<file path="config.mk">
export PLATFORM = sky130hd
export DESIGN_NAME = cgia_fetcher
export DESIGN_NICKNAME = d
export VERILOG_FILES = /design/src/rtl/cgia_pkg.sv /design/src/rtl/cgia_fetcher.sv
export SDC_FILE = /design/constraint.sdc
export NUM_CORES = 1
export LEC_CHECK = 0
export ABC_AREA = 1
export CAP_MARGIN = 10
export CORE_UTILIZATION = 42
export CTS_CLUSTER_DIAMETER = 60
export CTS_CLUSTER_SIZE = 14
export DETAILED_ROUTE_END_ITERATION = 7
export GPL_TIMING_DRIVEN = 0
export PLACE_DENSITY = 0.78
export SETUP_SLACK_MARGIN = 0.4
export SLEW_MARGIN = 20
export SYNTH_ARGS = -nofsm -noshare
export SYNTH_HDL_FRONTEND = slang
export SYNTH_SLANG_ARGS = --single-unit
export TNS_END_PERCENT = 50
</file>
<file path="constraint.sdc">
create_clock -name clk_i -period 1.3 [get_ports clk_i]
set_clock_uncertainty 0.05 [all_clocks]
set_input_delay 0.26 -clock clk_i [delete_from_list [all_inputs] [get_ports clk_i]]
set_output_delay 0.26 -clock clk_i [all_outputs]
set_load 0.03 [all_outputs]
</file>
<file path="src/rtl/cgia_pkg.sv">
// Shared CGIA constants and types: bus address width, default line length,
// and the fetcher state encoding.
package cgia_pkg;

    localparam int CGIA_ADR_W      = 23;
    localparam int CGIA_LINE_WORDS = 40;

    typedef enum logic {
        ST_IDLE  = 1'b0,
        ST_FETCH = 1'b1
    } fetch_state_e;

    // A one-word line still needs a 1-bit counter.
    function automatic int cntWidth(input int n);
        return (n > 1) ? $clog2(n) : 1;
    endfunction

endpackage

</file>
<file path="src/rtl/cgia_fetcher.sv">
// CGIA video DMA fetcher: non-pipelined Wishbone master that walks the frame
// buffer one 16-bit word per clock for a fixed number of words per scan line.
module cgia_fetcher
    import cgia_pkg::*;
#(
    parameter int LINE_WORDS = CGIA_LINE_WORDS
) (
    input  logic                  clk_i,
    input  logic                  reset_i,
    input  logic                  den_i,
    input  logic                  hsync_i,
    input  logic                  vsync_i,
    input  logic [CGIA_ADR_W-1:0] fb_adr_i,
    output logic                  cyc_o,
    output logic [CGIA_ADR_W-1:0] adr_o
);

    localparam int CNT_W = cntWidth(LINE_WORDS);
    localparam logic [CNT_W-1:0] CNT_LOAD = CNT_W'(LINE_WORDS - 1);

    fetch_state_e          state_q;
    logic                  cyc_q;
    logic [CGIA_ADR_W-1:0] adr_q;
    logic [CGIA_ADR_W-1:0] adr_d;
    logic [CNT_W-1:0]      cnt_q;
    logic                  line_done_q;

    // Natural 23-bit overflow gives the required wrap from 7FFFFF to 000000.
    assign adr_d = adr_q + CGIA_ADR_W'(1);

    always_ff @(posedge clk_i or posedge reset_i) begin
        if (reset_i) begin
            state_q     <= ST_IDLE;
            cyc_q       <= 1'b0;
            adr_q       <= '0;
            cnt_q       <= '0;
            line_done_q <= 1'b0;
        end else begin
            // line_done_q blocks a second burst within one long HSYNC pulse.
            if (!hsync_i) begin
                line_done_q <= 1'b0;
            end
            unique case (state_q)
                ST_IDLE: begin
                    if (vsync_i) begin
                        adr_q <= fb_adr_i;
                    end else if (hsync_i && den_i && !line_done_q) begin
                        state_q     <= ST_FETCH;
                        cyc_q       <= 1'b1;
                        cnt_q       <= CNT_LOAD;
                        line_done_q <= 1'b1;
                    end
                end
                ST_FETCH: begin
                    if (vsync_i) begin
                        state_q <= ST_IDLE;
                        cyc_q   <= 1'b0;
                        adr_q   <= fb_adr_i;
                    end else begin
                        adr_q <= adr_d;
                        if (cnt_q == '0) begin
                            state_q <= ST_IDLE;
                            cyc_q   <= 1'b0;
                        end else begin
                            cnt_q <= cnt_q - CNT_W'(1);
                        end
                    end
                end
                default: begin
                    state_q <= ST_IDLE;
                    cyc_q   <= 1'b0;
                end
            endcase
        end
    end

    assign cyc_o = cyc_q;
    assign adr_o = adr_q;

endmodule

</file>
==> results.toml, run 1 <==
[status]
status = "finished with violations"
violations = "setup timing"

[logic_synthesis]
synth_area_per_cell_sq_um = 7.61
yosysUniqueCellTypes = 28
yosys_warnings = 0
yosysSeqAreaShare = 0.393
syn_area_sq_um = 2040
ys_ff_latch = 32
synth_cells = 268
syn_nets = 299

[timing]
max_freq_ghz = 0.689
slew_headroom = 0.515
hold_viol_final = 0
rsz0062_at_grt = "true"
holdWs_ns = 0.0891
slew_violations = 0
setup_ws_ns = -0.151
fin_crit_sh = 1.12
finalSetupTns_ns = -1.97
setup_violations = 25
min_period_ns = 1.45
tightest_slew_ns = 0.726

[global_routing]
grt_pass1_wl_mm = 9.87
grt_usage = 0.245
busiest_layer = "met2"
first_global_vias = 2191
use_met1 = 0.297
grtUsageMet2 = 0.433
grt_max_degree = 33
antenna_found_initial = 0
overflow = 0
grt_util_met3 = 0.0436

[clocking]
cts_num_sinks = 32
cts_buffers = 5
clockBufferDepth = 2
cts.clk_slew.worst_paths_ns = 0.07
htree_num_levels = 2
cts-root-buf = "clkbuf_8"
cts_tree = "yes"
clock_latency_ns = 0.28
ctsHoldBuffers = 0

[placed_design]
io_buffers = 50
place.gp.congestion = 0.842
hpwl_mm = 3.75
place_area_sq_um = 2690

[power_and_ir_drop]
p_leak_nw = 1.61
vdd_drop_max_mv = 0.719
total_power_mw = 3.66
p_per_area_nw_per_um2 = 1050

[die]
dieArea_sq_um = 5140
die_h_microns = 71.7
die_x_microns = 71.7
core.rowCount = 24
ios = 52
coreArea_sq_um = 4500
start_util = 0.453

[layout]
fin_area_sq_um = 3480
utilization = 0.772
antennaDiodeCount = 0
final_cell_mix = "nand2_1 (78), buf_4 (46), buf_6 (41)"
areaGrowthSynthToFinish_pct = 70.5
drive_gt1_frac = 0.468
fin_nets = 419
final_common_cell = "nand2_1"

[worst_setup_path]
critPathMaxFanout = 5
endpoint_kind = "register"
worstPathRequired_ns = 1.47
path_class = "register to register"
crit_arrival_ns = 1.62
cp-start-kind = "register"

[route]
drc = 0
vias_per_cell = 5.50
ant_nets = 0
first_pass_iters = 5
routed_wl_mm = 6.86
num_vias = 2427
post_drt_wl_per_cell_microns = 15.6
drt_iter0_markers = 187

[hold_path]
hold_path.class = "input pin to asynchronous set/reset pin"

[flow_run]
drv_cap = 0
[registers in the layout, summed over array words and instances (netlist names)]
name	flops
adr_o	23
cnt_q	6
cyc_o	1
line_done_q	1
state_q	1
[worst max-delay path: stages (launching register included)]
cell and delay [ns]:
dfrtp_2 0.42, ha_4 0.18, nand2_4 0.06, nor2_4 0.11
nand2_4 0.09, nor2_8 0.13, buf_4 0.13, nand2_1 0.04
nand2_1 0.06, nand3_1 0.06, nand2_1 0.06
[layout make-up]
class | count | area, sq um
multi-input cells | 208 | 1310
well taps | 52 | 65.1
repair buffers | 111 | 1050
clock buffers | 8 | 80.1
plain buffers | 6 | 50.0
fillers | 269 | 1030
inverters | 24 | 98.8
flip-flops and latches | 32 | 827
[routing by layer]
metal | vias to the layer above | wire, microns | part of all wire
met4 | 0 | 218 | 0.032
li1 | 1126 | - | -
met3 | 25 | 292 | 0.043
met5 | - | 0 | 0
met1 | 1172 | 2860 | 0.42
met2 | 104 | 3490 | 0.51
[kinds of logic (layout without fill, tap and decap cells)]
| logic type | Yosys count | count (layout) | synth area share |
|---|---|---|---|
| buffers and inverters | 30 | 149 | 0.0656 |
| DFF | 32 | 32 | 0.393 |
| and+or+nand+nor | 153 | 155 | 0.350 |
| xor gates and xnor gates | 11 | 11 | 0.0472 |
| AOI/OAI and AO/OA | 39 | 39 | 0.126 |
| adders and majority gates | 3 | 3 | 0.0184 |
[where the power goes]
part | leakage, nW | switching (mW) | total (mW) | internal (mW)
Combinational | 1.21 | 0.787 | 1.57 | 0.787
Sequential | 0.365 | 0.191 | 1.35 | 1.16
Clock | 0.0395 | 0.359 | 0.740 | 0.380
Total | 1.61 | 1.34 | 3.66 | 2.32
[metrics by stage]
| step | std cells | setup slack, ns |
|---|---|---|
| floorplan | 268 | -0.130 |
| global placement | 370 | -0.194 |
| detailed placement | 370 | -0.208 |
| CTS | 416 | -0.0839 |
| global route | 441 | -0.221 |
| finish | 441 | -0.151 |
[synth_stat cells, drive strengths merged]
cell type,instances,area share
a21oi,4,0.0098
a22oi,19,0.072
buf,5,0.020
clkbuf,1,0.0018
dfrtp,32,0.39
ha,3,0.018
inv,24,0.044
nand2,94,0.19
nand3,18,0.047
nand3b,3,0.011
nand4,4,0.012
nor2,34,0.095
o211ai,2,0.0074
o21ai,13,0.032
o221ai,1,0.0043
xnor2,2,0.0086
xor2,9,0.039
[worst paths after layout]
check                                      start                    end  slack [ns]  cells past startpoint
setup / recovery            adr_o[0]$_DFFE_PP0P_  adr_o[22]$_DFFE_PP0P_       -0.15                     10
hold / removal                           reset_i   adr_o[4]$_DFFE_PP0P_        0.09                      2
hold reg to reg            line_done_q$_DFF_PP0_  line_done_q$_DFF_PP0_        0.43                      2
max in group asynchronous                reset_i  adr_o[17]$_DFFE_PP0P_        0.67                      2
setup reg to reg            adr_o[0]$_DFFE_PP0P_  adr_o[22]$_DFFE_PP0P_       -0.15                     10
min in group clk_i                       vsync_i   adr_o[9]$_DFFE_PP0P_        0.37                      3
[timing repair]
item | CTS | global route
gates resized for setup | 180 | 51
pin swaps | 15 | 25
setup endpoints to repair | 88 | 88
buffers inserted | 36 | 25
gates cloned | 2 | 0
(Power assumes the default switching activity.)
==> run 2, diff against run 1 <==
--- a/config.mk
+++ b/config.mk
@@ -5,14 +5,14 @@
 export SDC_FILE = /design/constraint.sdc
 export NUM_CORES = 1
 export LEC_CHECK = 0
-export ABC_AREA = 1
+export ABC_AREA = 0
 export CAP_MARGIN = 10
 export CORE_UTILIZATION = 42
 export CTS_CLUSTER_DIAMETER = 60
 export CTS_CLUSTER_SIZE = 14
 export DETAILED_ROUTE_END_ITERATION = 7
 export GPL_TIMING_DRIVEN = 0
-export PLACE_DENSITY = 0.78
+export PLACE_DENSITY = 0.79
 export SETUP_SLACK_MARGIN = 0.4
 export SLEW_MARGIN = 20
 export SYNTH_ARGS = -nofsm -noshare
==> run 2 against run 1 <==
  * The run still ends with setup timing left
  * Area after synthesis decreased by 8.7%
  * Sequential cell count unchanged
  * Global-route usage increased by 2.9 points
  * Largest power group unchanged
  * Final cell count decreased by 16%
  * Sequential power decreased by 3%
  * Synthesized cell count decreased by 26%
  * Non-clock buffer count increased by 3
  * Combinational power decreased by 11%
  * Largest cell class unchanged
  * First-iteration DRC count decreased by 4.3%
  * Critical path depth decreased by 4
  * Sequential share of layout area decreased by 0.27 points
==> results.toml, run 2 <==
[global_routing]
use_met1 = 0.326
grt_pass1_wl_mm = 9.24
grt_util_met3 = 0.0428
overflow = 0
antenna_found_initial = 0
grtUsageMet2 = 0.469
first_global_vias = 1909
grt_usage = 0.273
busiest_layer = "met2"
grt_max_degree = 33

[clocking]
htree_num_levels = 2
cts_tree = "yes"
cts_buffers = 5
cts_num_sinks = 32
cts.clk_slew.worst_paths_ns = 0.07
ctsHoldBuffers = 0
clockBufferDepth = 2
cts-root-buf = "clkbuf_8"
clock_latency_ns = 0.29

[timing]
hold_viol_final = 0
tightest_slew_ns = 0.729
max_freq_ghz = 0.610
rsz0062_at_grt = "true"
min_period_ns = 1.64
slew_headroom = 0.513
fin_crit_sh = 1.26
slew_violations = 0
finalSetupTns_ns = -4.78
setup_ws_ns = -0.340
setup_violations = 38

[placed_design]
post-place-ws_ns = -0.659
hpwl_mm = 3.12
place.gp.congestion = 0.847
post-place-cells = 299
io_buffers = 51
place_area_sq_um = 2550

[logic_synthesis]
synth_most_common_cell = "dfrtp_1"
synth_cells = 198
syn_nets = 229
synth_area_leaders = "dfrtp_1 (43%), nand2_1 (6.3%), xnor2_1 (5.2%)"
ys_top_cells_by_count = "dfrtp_1 (32), nand2_1 (31), o21ai_0 (14)"
yosys_warnings = 0
synth_edf_count = 0
yosysUniqueCellTypes = 39
synth_top_cell_area_share = 0.430
synth_area_per_cell_sq_um = 9.40
synth_area_leader_cell = "dfrtp_1"
yosysSeqAreaShare = 0.430
syn_area_sq_um = 1860
async_reset_ff_frac = 1.00
ys_ff_latch = 32
synth_flop_cell = "dfrtp_1"

[power_and_ir_drop]
total_power_mw = 3.52
vdd_drop_max_mv = 0.828
p_per_area_nw_per_um2 = 1010
p_leak_nw = 1.53

[die]
dieArea_sq_um = 4700
core.rowCount = 23
ios = 52
die_x_microns = 68.6
coreArea_sq_um = 4120
die_h_microns = 68.6
start_util = 0.452

[route]
drt_iter0_markers = 179
ant_nets = 0
routed_wl_mm = 7.35
drc = 0
first_pass_iters = 4
post_drt_wl_per_cell_microns = 19.9
vias_per_cell = 5.92
num_vias = 2189

[status]
status = "finished with violations"
violations = "setup timing"

[layout]
final_common_cell = "buf_6"
largest_register_ffs = 23
drive_gt1_frac = 0.522
final_cell_mix = "buf_6 (54), buf_4 (34), nand2_1 (25), clkdlybuf4s50_1 (25), dfrtp_2 (18)"
layout.area.seq_sq_um = 823
fin_nets = 350
num-fill-cells = 202
final_cells = 370
fin_area_sq_um = 3500
antennaDiodeCount = 0
areaGrowthSynthToFinish_pct = 88.0
multi_input_area_sq_um = 1290

[worst_setup_path]
crit_arrival_ns = 1.78
cp-start-kind = "register"
worstPathRequired_ns = 1.44
endpoint_kind = "register"
path_class = "register to register"
critPathMaxFanout = 5

[hold_path]
hold_path.class = "input pin to asynchronous set/reset pin"

[flow_run]
drv_cap = 0
-- run 2: cell count changes after synthesis, moves of 9 or more --
cell     delta
a22oi_1    -18
inv_1       -9
nor2_1     -14
nand2_1    -57
xnor2_1     +9
-- run 2: final cells by class --
class	instances	share of cell area
multi-input combinational	150	0.370
timing repair buffer	114	0.324
sequential	32	0.235
clock buffer	8	0.0257
tap	50	0.0179
buffer	6	0.0161
inverter	10	0.0118
-- run 2: kinds of logic after synthesis --
group / after synthesis / share of synthesized area
adder cells (fa/ha/maj): 3 / 0.0202
AO/OA/AOI/OAI: 35 / 0.124
buffers and inverters: 16 / 0.0363
AND/OR/NAND/NOR: 90 / 0.282
multiplexers: 5 / 0.0269
flip-flops: 32 / 0.430
XOR/XNOR: 17 / 0.0800
-- run 2: critical path: stages (launching register included) --
cell      delay, ns
dfrtp_2        0.42
ha_4           0.20
nand2_8        0.08
nor3_4         0.32
buf_6          0.16
nand3b_1       0.08
a31oi_1        0.23
-- run 2: what timing repair did --
| item | 4_1_cts | 5_1_grt |
|---|---|---|
| resized for setup | 218 | 33 |
| buffers inserted | 31 | 32 |
| endpoints found under the setup margin | 88 | 56 |
| pin swaps | 37 | 36 |
-- run 2: layer usage --
layer | vias to the layer above | routed length [microns]
li1 | 950 | -
met1 | 1090 | 2720
met2 | 107 | 3740
met3 | 42 | 452
met4 | 0 | 439
met5 | - | 0
-- run 2: worst paths after layout --
| check | start | endpoint | slack (ns) | cells after the start |
|---|---|---|---|---|
| max in group asynchronous | reset_i | adr_o[18]$_DFFE_PP0P_ | 0.57 | 2 |
| min in group clk_i | vsync_i | line_done_q$_DFF_PP0_ | 0.37 | 3 |
| worst min-delay path | reset_i | line_done_q$_DFF_PP0_ | 0.18 | 2 |
| worst max register to register | adr_o[1]$_DFFE_PP0P_ | adr_o[18]$_DFFE_PP0P_ | -0.34 | 6 |
| worst min register to register | cyc_o$_DFFE_PP0P_ | cyc_o$_DFFE_PP0P_ | 0.49 | 1 |
| worst max-delay path | adr_o[1]$_DFFE_PP0P_ | adr_o[18]$_DFFE_PP0P_ | -0.34 | 6 |
-- run 2: stage by stage --
stage          hold slack, ns   util
2_1_floorplan           0.138      -
3_3_place_gp            0.431  0.619
3_5_place_dp            0.435  0.619
4_1_cts                 0.216  0.748
5_1_grt                 0.233  0.851
6_report                0.179  0.851
-- run 2: power by group --
group | internal, mW | switching, mW | total [mW] | leakage (nW)
registers | 1.13 | 0.175 | 1.31 | 0.355
clock network | 0.432 | 0.378 | 0.810 | 0.0455
logic | 0.720 | 0.683 | 1.40 | 1.13
total | 2.29 | 1.24 | 3.52 | 1.53
